==> src/rtl/ship_pkg.sv <==
// Shared types and helpers for the ship track game controller.
package ship_pkg;

   typedef enum logic [1:0] {
      IDLE     = 2'd0,
      RUN      = 2'd1,
      CRASHED  = 2'd2,
      FINISHED = 2'd3
   } ship_state_e;

   localparam int SHIP_LANES     = 8;
   localparam int SHIP_TRACK_LEN = 64;

   // Lane after this cycle's steer pulses; both pulses together cancel out.
   function automatic logic [4:0] steer_lane(input logic [4:0] cur,
                                             input logic       left,
                                             input logic       right,
                                             input logic [4:0] max_lane);
      logic [4:0] nxt;
      nxt = cur;
      if (left && !right && cur != 5'd0)
         nxt = cur - 5'd1;
      else if (right && !left && cur != max_lane)
         nxt = cur + 5'd1;
      return nxt;
   endfunction

endpackage

==> src/rtl/rise_edge_detect.sv <==
// Rising-edge detector for a level input; the history register reset value is a parameter.
module rise_edge_detect #(
   parameter logic RESET_VAL = 1'b0
) (
   input  logic clock,
   input  logic reset,
   input  logic din,
   output logic rise
);

   logic prev;

   always_ff @(posedge clock or posedge reset) begin
      if (reset)
         prev <= RESET_VAL;
      else
         prev <= din;
   end

   assign rise = din & ~prev;

endmodule

==> src/rtl/ship_track_ctrl.sv <==
// Game state machine: owns ship lane and track distance, gates the forward-tick
// generator and checks each advance against the obstacle-map ROM row.
module ship_track_ctrl
   import ship_pkg::*;
#(
   parameter int LANES     = SHIP_LANES,
   parameter int LANE_W    = 3,
   parameter int TRACK_LEN = SHIP_TRACK_LEN,
   parameter int DIST_W    = 6
) (
   input  logic              clock,
   input  logic              reset,
   input  logic              start,
   input  logic              steer_left,
   input  logic              steer_right,
   input  logic              forward_tick,
   input  logic [LANES-1:0]  obstacle_row,
   output logic [DIST_W-1:0] next_row,
   output logic              game_run,
   output logic [LANE_W-1:0] lane,
   output logic [DIST_W-1:0] distance,
   output logic              crash,
   output logic              finish,
   output logic              move_pulse,
   output logic [1:0]        dbg_state
);

   localparam logic [LANE_W-1:0] LANE_HOME = LANE_W'(LANES / 2);
   localparam logic [DIST_W-1:0] LAST_ROW  = DIST_W'(TRACK_LEN - 1);
   localparam logic [4:0]        MAX_LANE  = 5'(LANES - 1);

   ship_state_e       state, state_next;
   logic [LANE_W-1:0] lane_next;
   logic [DIST_W-1:0] dist_next;
   logic              move_next;
   logic              start_rise;
   logic [4:0]        steered_wide;
   logic [LANE_W-1:0] steered;

   // History starts at 1 so a button held through reset release is not a press.
   rise_edge_detect #(.RESET_VAL(1'b1)) u_start_edge (
      .clock (clock),
      .reset (reset),
      .din   (start),
      .rise  (start_rise)
   );

   assign steered_wide = steer_lane(5'(lane), steer_left, steer_right, MAX_LANE);
   assign steered      = steered_wide[LANE_W-1:0];

   always_comb begin
      state_next = state;
      lane_next  = lane;
      dist_next  = distance;
      move_next  = 1'b0;
      case (state)
         IDLE: begin
            lane_next = LANE_HOME;
            dist_next = '0;
            if (start_rise)
               state_next = RUN;
         end
         RUN: begin
            lane_next = steered;
            // Collision is judged in the lane the ship ends up in this cycle.
            if (forward_tick) begin
               if (obstacle_row[steered]) begin
                  state_next = CRASHED;
               end else begin
                  dist_next = distance + DIST_W'(1);
                  move_next = 1'b1;
                  if (dist_next == LAST_ROW)
                     state_next = FINISHED;
               end
            end
         end
         CRASHED, FINISHED: begin
            if (start_rise) begin
               state_next = IDLE;
               lane_next  = LANE_HOME;
               dist_next  = '0;
            end
         end
         default: state_next = IDLE;
      endcase
   end

   always_ff @(posedge clock or posedge reset) begin
      if (reset) begin
         state      <= IDLE;
         lane       <= LANE_HOME;
         distance   <= '0;
         move_pulse <= 1'b0;
         game_run   <= 1'b0;
         crash      <= 1'b0;
         finish     <= 1'b0;
      end else begin
         state      <= state_next;
         lane       <= lane_next;
         distance   <= dist_next;
         move_pulse <= move_next;
         game_run   <= (state_next == RUN);
         crash      <= (state_next == CRASHED);
         finish     <= (state_next == FINISHED);
      end
   end

   assign next_row  = (distance >= LAST_ROW) ? LAST_ROW : distance + DIST_W'(1);
   assign dbg_state = state;

endmodule

==> config.mk <==
export PLATFORM = sky130hd
export DESIGN_NAME = ship_track_ctrl
export DESIGN_NICKNAME = d
export VERILOG_FILES = /design/src/rtl/ship_pkg.sv /design/src/rtl/rise_edge_detect.sv /design/src/rtl/ship_track_ctrl.sv
export SDC_FILE = /design/constraint.sdc
export NUM_CORES = 1
export LEC_CHECK = 0
export ABC_CLOCK_PERIOD_IN_PS = 3600
export CORE_MARGIN = 1.5
export CORE_UTILIZATION = 36
export CTS_CLUSTER_DIAMETER = 50
export DETAILED_ROUTE_END_ITERATION = 12
export SETUP_SLACK_MARGIN = 0.2
export SLEW_MARGIN = 20
export SYNTH_ARGS = -nofsm -noshare
export SYNTH_HDL_FRONTEND = slang
export SYNTH_SLANG_ARGS = --single-unit
export TNS_END_PERCENT = 10
==> constraint.sdc <==
create_clock -name clock -period 3.6 [get_ports clock]
set_input_delay 0.9 -clock clock [delete_from_list [all_inputs] [get_ports clock]]
set_output_delay 0.9 -clock clock [all_outputs]
set_load 0.01 [all_outputs]
* Yosys cells after proc, flatten, opt, wreduce, memory -nomap -nowiden
Index checks and enable logic that the tools add are counted.
** Word-level totals
- Register bits after elaboration :: 16
- Bits of input ports :: 14
- Output and inout bits :: 21
- Word-level logic and storage cells :: 56
** Cells by class
- $add $sub $neg :: 3
- Order comparisons :: 2
- Eq/ne operators :: 11
- Mux-type cells :: 20
- Bitwise operators :: 2
- Reduce and logical (&&, ||, !) cells :: 10
** Operator list (count)
- $mux W6 :: 4
- $pmux W6 S3 :: 1
- $mux W2 :: 5
- $mux W3 :: 3
- $pmux W3 S3 :: 1
- $eq A2 B2 Y1 const B :: 4
- $add A6 B1 Y6 const B :: 1
- $eq A6 B6 Y1 const B :: 1
- $ge A6 B6 Y1 const B :: 1
- $ne A2 B2 Y1 const B :: 3
- $pmux W2 S3 :: 1
- $eq A2 B1 Y1 const B :: 2
- $logic_and A1 B1 Y1 :: 4
- $lt A3 B4 Y1 const B :: 1
- $mux W1 :: 4
- $add A3 B1 Y3 const B :: 1
- $bmux W1 S3 :: 1
- $ne A3 B3 Y1 const B :: 1
- $reduce_and A3 Y1 :: 1
- $reduce_bool A3 Y1 :: 1
- $sub A3 B1 Y3 const B :: 1
- $logic_not A1 Y1 :: 2
- $logic_not A2 Y1 :: 1
- $reduce_or A2 Y1 :: 1
- 2 further kinds :: 2

* Longest topological paths before layout
Gate-level depths: netlist of the first run.
- Depth in word-level cells :: 11
- Depth in mapped cells :: 10
- Gate-level depth less buffers :: 9

* By module
From an unflattened synthesis of the first run, not the netlist that was laid out.
** Second synthesis, totals
- Cell total of the unflattened synthesis :: 143
- Area total of the unflattened synthesis :: 1212.4 um^2
** By module, submodules not included
- ship_track_ctrl :: instances 1, cells each 140, area an instance 1168.6 um^2, seq. area each 376.6 um^2
- rise_edge_detect :: instances 1, cells each 3, area an instance 43.8 um^2, seq. area each 26.3 um^2

* Least setup slack after synthesis of the first run
No wires, ideal clock.
- Path type :: input to register
- From :: input port steer_left
- To :: register distance[4]
- Setup time :: 0.080 ns
- Arrival :: 2.728 ns
- Data required time :: 3.520 ns
- Path slack :: 0.792 ns
- Stages on the path :: 9
- Path buffers :: 2
- Path through :: clkbuf_2 -> nor3b_4 -> nor3b_2 -> a221oi_2 -> nor4_1 -> or4_1 -> buf_2 -> a311o_1 -> o211ai_2
** Between the ends
- Word-level cells in the longest chain between the ends :: 9
- Elaborated cells on any way between the ends :: 11
- Those cells by class :: eq/ne: 1; mux: 4; reduce/logical: 6
** RTL lines
- from (decl) :: line ship_track_ctrl.sv:14 : input logic steer_left,
- $logic_not A1 Y1 :: line ship_pkg.sv:23 : else if (right && !left && cur != max_lane)
- $logic_and A1 B1 Y1 (2 in series) :: line ship_pkg.sv:23
- $mux W3 :: line ship_pkg.sv:23
- $mux W3 * :: line ship_pkg.sv:21 : if (left && !right && cur != 5'd0)
- $bmux W1 S3 * :: line ship_track_ctrl.sv:67 : if (obstacle_row[steered]) begin
- $mux W1 (not written as such) * :: line ship_track_ctrl.sv:67
- $ne A2 B2 Y1 (no source line) *
- $reduce_and A3 Y1 (no source line) *
- to (signal assigned) :: line ship_track_ctrl.sv:100 : distance <= dist_next;
- to (decl) :: line ship_track_ctrl.sv:21 : output logic [DIST_W-1:0] distance,
Every way passes the cells marked *; elsewhere a longest branch is shown, timed or not. The select of a mux whose other input is x is not followed.
A chain may end at the register's enable or synchronous reset.

* Final worst setup path of the first run
- From :: input port steer_left
- To :: register distance[0]
The elaborated chain is that of the path after synthesis.

==> results.json, run 1 <==
{
  "outcome": "finished, final reports clean",
  "io_buffers": 34,
  "multi_input_area_sq_um": 702,
  "cpMaxStageDelayCell": "or4_1",
  "synth_seq_area_share_pct": 35.1,
  "synthTopCellsByCount": "nand2_1, dfrtp_1, a21oi_1",
  "crit_chain": "clkdlybuf4s50_1, nor3b_4, nor3b_2, a221oi_2, nor4_1, or4_1, and3_4, o22ai_2",
  "skew_ns": 0.00759,
  "synth_top_area_share_pct": 30.5,
  "period_share_pct": 90.3,
  "dieWidth_microns": 59.5,
  "ys_types": 45,
  "tritoncts": "built",
  "required_ns": 3.81,
  "numCtsBuffers": 3,
  "cts_buffer_depth": 2,
  "layout.nets": 194,
  "ys.flop_type": "dfrtp_1",
  "crit_arrival_ns": 3.46,
  "hold_path.class": "reg2reg",
  "synth-seq-cells": 16,
  "layout-drive-gt1-share_pct": 9.83,
  "yosysWarnings": 0,
  "synth_most_common_cell": "nand2_1",
  "grt_pass1_vias": 1097,
  "start_util_pct": 37.6,
  "antennaDiodeCount": 0,
  "dieArea_sq_mm": 0.00354,
  "wl_per_cell_microns": 13.1,
  "postSynth.asyncResetShare_pct": 100,
  "fillCellCount": 321,
  "ctsHoldBuffers": 0,
  "post-route-drc-count": 0,
  "num_rows": 20,
  "grt_start_max_net_pins": 17,
  "ir_drop_mv": 0.297,
  "synth_area_per_cell_sq_um": 8.32,
  "synth_area_sq_mm": 0.00115,
  "worstSetupStartpointType": "input port",
  "drt_iter0_drc": 58,
  "fin_util_pct": 51.4,
  "grt_antenna_before_repair": 0,
  "cts-htree-levels": 1,
  "die_h_microns": 59.5,
  "fmax_mhz": 308,
  "area_delta_synth_final_pct": 36.7,
  "finalSetupViolCount": 0,
  "cts.repair.resized": 0,
  "gp_congestion": 0.809,
  "insertion_delay_ns": 0.29,
  "cts.clk_slew.worst_paths_ns": 0.10,
  "rsz0062_at_grt": "no",
  "gr-total-overflow": 0,
  "maxCapViolations": 0,
  "power_density_mw_per_mm2": 685,
  "yosysTopAreaCell": "dfrtp_1",
  "finalMaxSlewViolations": 0,
  "synth_edf_count": 0,
  "syn_nets": 158,
  "ios": 35,
  "ff_latch_area_sq_um": 403,
  "path_class": "in2reg",
  "track_usage_pct": 17.2,
  "drt-pass1-iter-count": 4,
  "grt_pass1_wl_microns": 4750,
  "finalHoldViolCount": 0,
  "syn_inst": 138,
  "r2r_slack_ns": 0.61,
  "viasPerCell": 5.20,
  "num_vias": 1128,
  "setup-tns-final_ns": 0,
  "core_sq_mm": 0.00305,
  "end_kind": "flop",
  "relSlewSlack_pct": 60.0,
  "cts_root_buffer": "clkbuf_4",
  "cts_sinks": 16,
  "synth_area_leaders": "dfrtp_1, nand2_1, ha_1",
  "post_cts_buffers": 0,
  "ant_nets": 0,
  "dp_hpwl_microns": 2190,
  "wl_microns": 2850,
  "critPathMaxFanout": 8,
  "period_minus_slack_ns": 3.25,
  "worst_pin_slew_ns": 0.600,
  "max_stage_delay_ns": 0.63,
  "p_leak_uw": 0.000673
}
==> worst max-delay path, delay by kind of cell <==
family | cells | cell delay [ns]
AO/OA/AOI/OAI | 2 | 0.49
AND/OR/NAND/NOR | 5 | 1.48
buffers and inverters | 1 | 0.58
==> sequential cells by signal, indices dropped and copies added (netlist names) <==
| register | cells |
|---|---|
| distance | 6 |
| crash | 1 |
| u_start_edge.prev | 1 |
| lane | 3 |
| game_run | 1 |
| finish | 1 |
| move_pulse | 1 |
| dbg_state | 2 |
==> layout by cell type, fill, tap and decap left out, types with 2 or more instances in the layout <==
| cell | count |
|---|---|
| a21oi_1 | 10 |
| clkbuf_4 | 3 |
| clkdlybuf4s50_1 | 34 |
| dfrtp_1 | 14 |
| dfstp_2 | 2 |
| ha_1 | 6 |
| inv_1 | 6 |
| nand2_1 | 33 |
| nand2b_1 | 4 |
| nand3_1 | 4 |
| nand4_1 | 2 |
| nor2_1 | 9 |
| nor2b_1 | 3 |
| nor4_1 | 5 |
| o22ai_1 | 4 |
| o31ai_1 | 2 |
| or4_1 | 2 |
| xnor2_1 | 2 |
==> layout make-up <==
class,instances,area share [%]
Inverter,7,1.67
Sequential cell,16,25.7
Timing Repair Buffer,35,22.2
Clock buffer,4,2.31
Multi-Input combinational cell,111,44.7
Tap cell,44,3.51
==> power breakdown <==
part / total [uW] / internal, uW / switching [uW]
Clock: 122 / 61.5 / 60.7
Combinational: 661 / 308 / 352
Sequential: 292 / 238 / 53.9
Total: 1070 / 608 / 467
==> per-layer routing <==
layer | routed length [microns] | global-route usage (%) | share of wire (%)
met1 | 1300 | 22.0 | 46
met2 | 1420 | 29.5 | 50
met3 | 107 | 3.71 | 3.8
met4 | 23 | 3.57 | 0.81
met5 | 0 | 0 | 0
==> per-stage QoR <==
stage / instances / power (uW) / worst slack [ns] / cell area [sq um] / hold slack [ns]
2_1_floorplan: 138 / 709 / 0.792 / 1150 / 0.526
3_3_place_gp: 213 / 946 / 0.157 / 1530 / 0.521
3_5_place_dp: 213 / 955 / 0.0749 / 1530 / 0.532
4_1_cts: 217 / 1080 / 0.374 / 1570 / 0.548
5_1_grt: 217 / 1160 / 0.217 / 1570 / 0.580
6_report: 217 / 1070 / 0.349 / 1570 / 0.541
==> path summary, 6_finish.rpt <==
path | from | to | depth (start not counted)
min in group asynchronous | reset | move_pulse$_DFF_PP0_ | 2
max | steer_left | distance[0]$_DFFE_PP0P_ | 8
min | dbg_state[1]$_DFF_PP0_ | game_run$_DFF_PP0_ | 1
max reg2reg | lane[0]$_DFFE_PP0P_ | distance[0]$_DFFE_PP0P_ | 10
min reg2reg | dbg_state[1]$_DFF_PP0_ | game_run$_DFF_PP0_ | 1
max in group asynchronous | reset | dbg_state[0]$_DFF_PP0_ | 2
==> kinds of logic after synthesis <==
family                     Yosys count  share of synthesized area (%)
AOI/OAI and AO/OA                   33                           21.5
xor gates and xnor gates             3                           2.29
buffers and inverters               11                           3.81
adders and majority gates            6                           6.54
and+or+nand+nor                     69                           30.8
DFF                                 16                           35.1
Note: power is estimated with default switching activity, not from simulation.
==> run 2: changes to the inputs <==
--- a/config.mk
+++ b/config.mk
@@ -5,7 +5,7 @@
 export SDC_FILE = /design/constraint.sdc
 export NUM_CORES = 1
 export LEC_CHECK = 0
-export ABC_CLOCK_PERIOD_IN_PS = 3600
+export CAP_MARGIN = 15
 export CORE_MARGIN = 1.5
 export CORE_UTILIZATION = 36
 export CTS_CLUSTER_DIAMETER = 50
==> results of run 2 <==
Same layout as run 1: the final DEF is identical, and so are final timing and power.
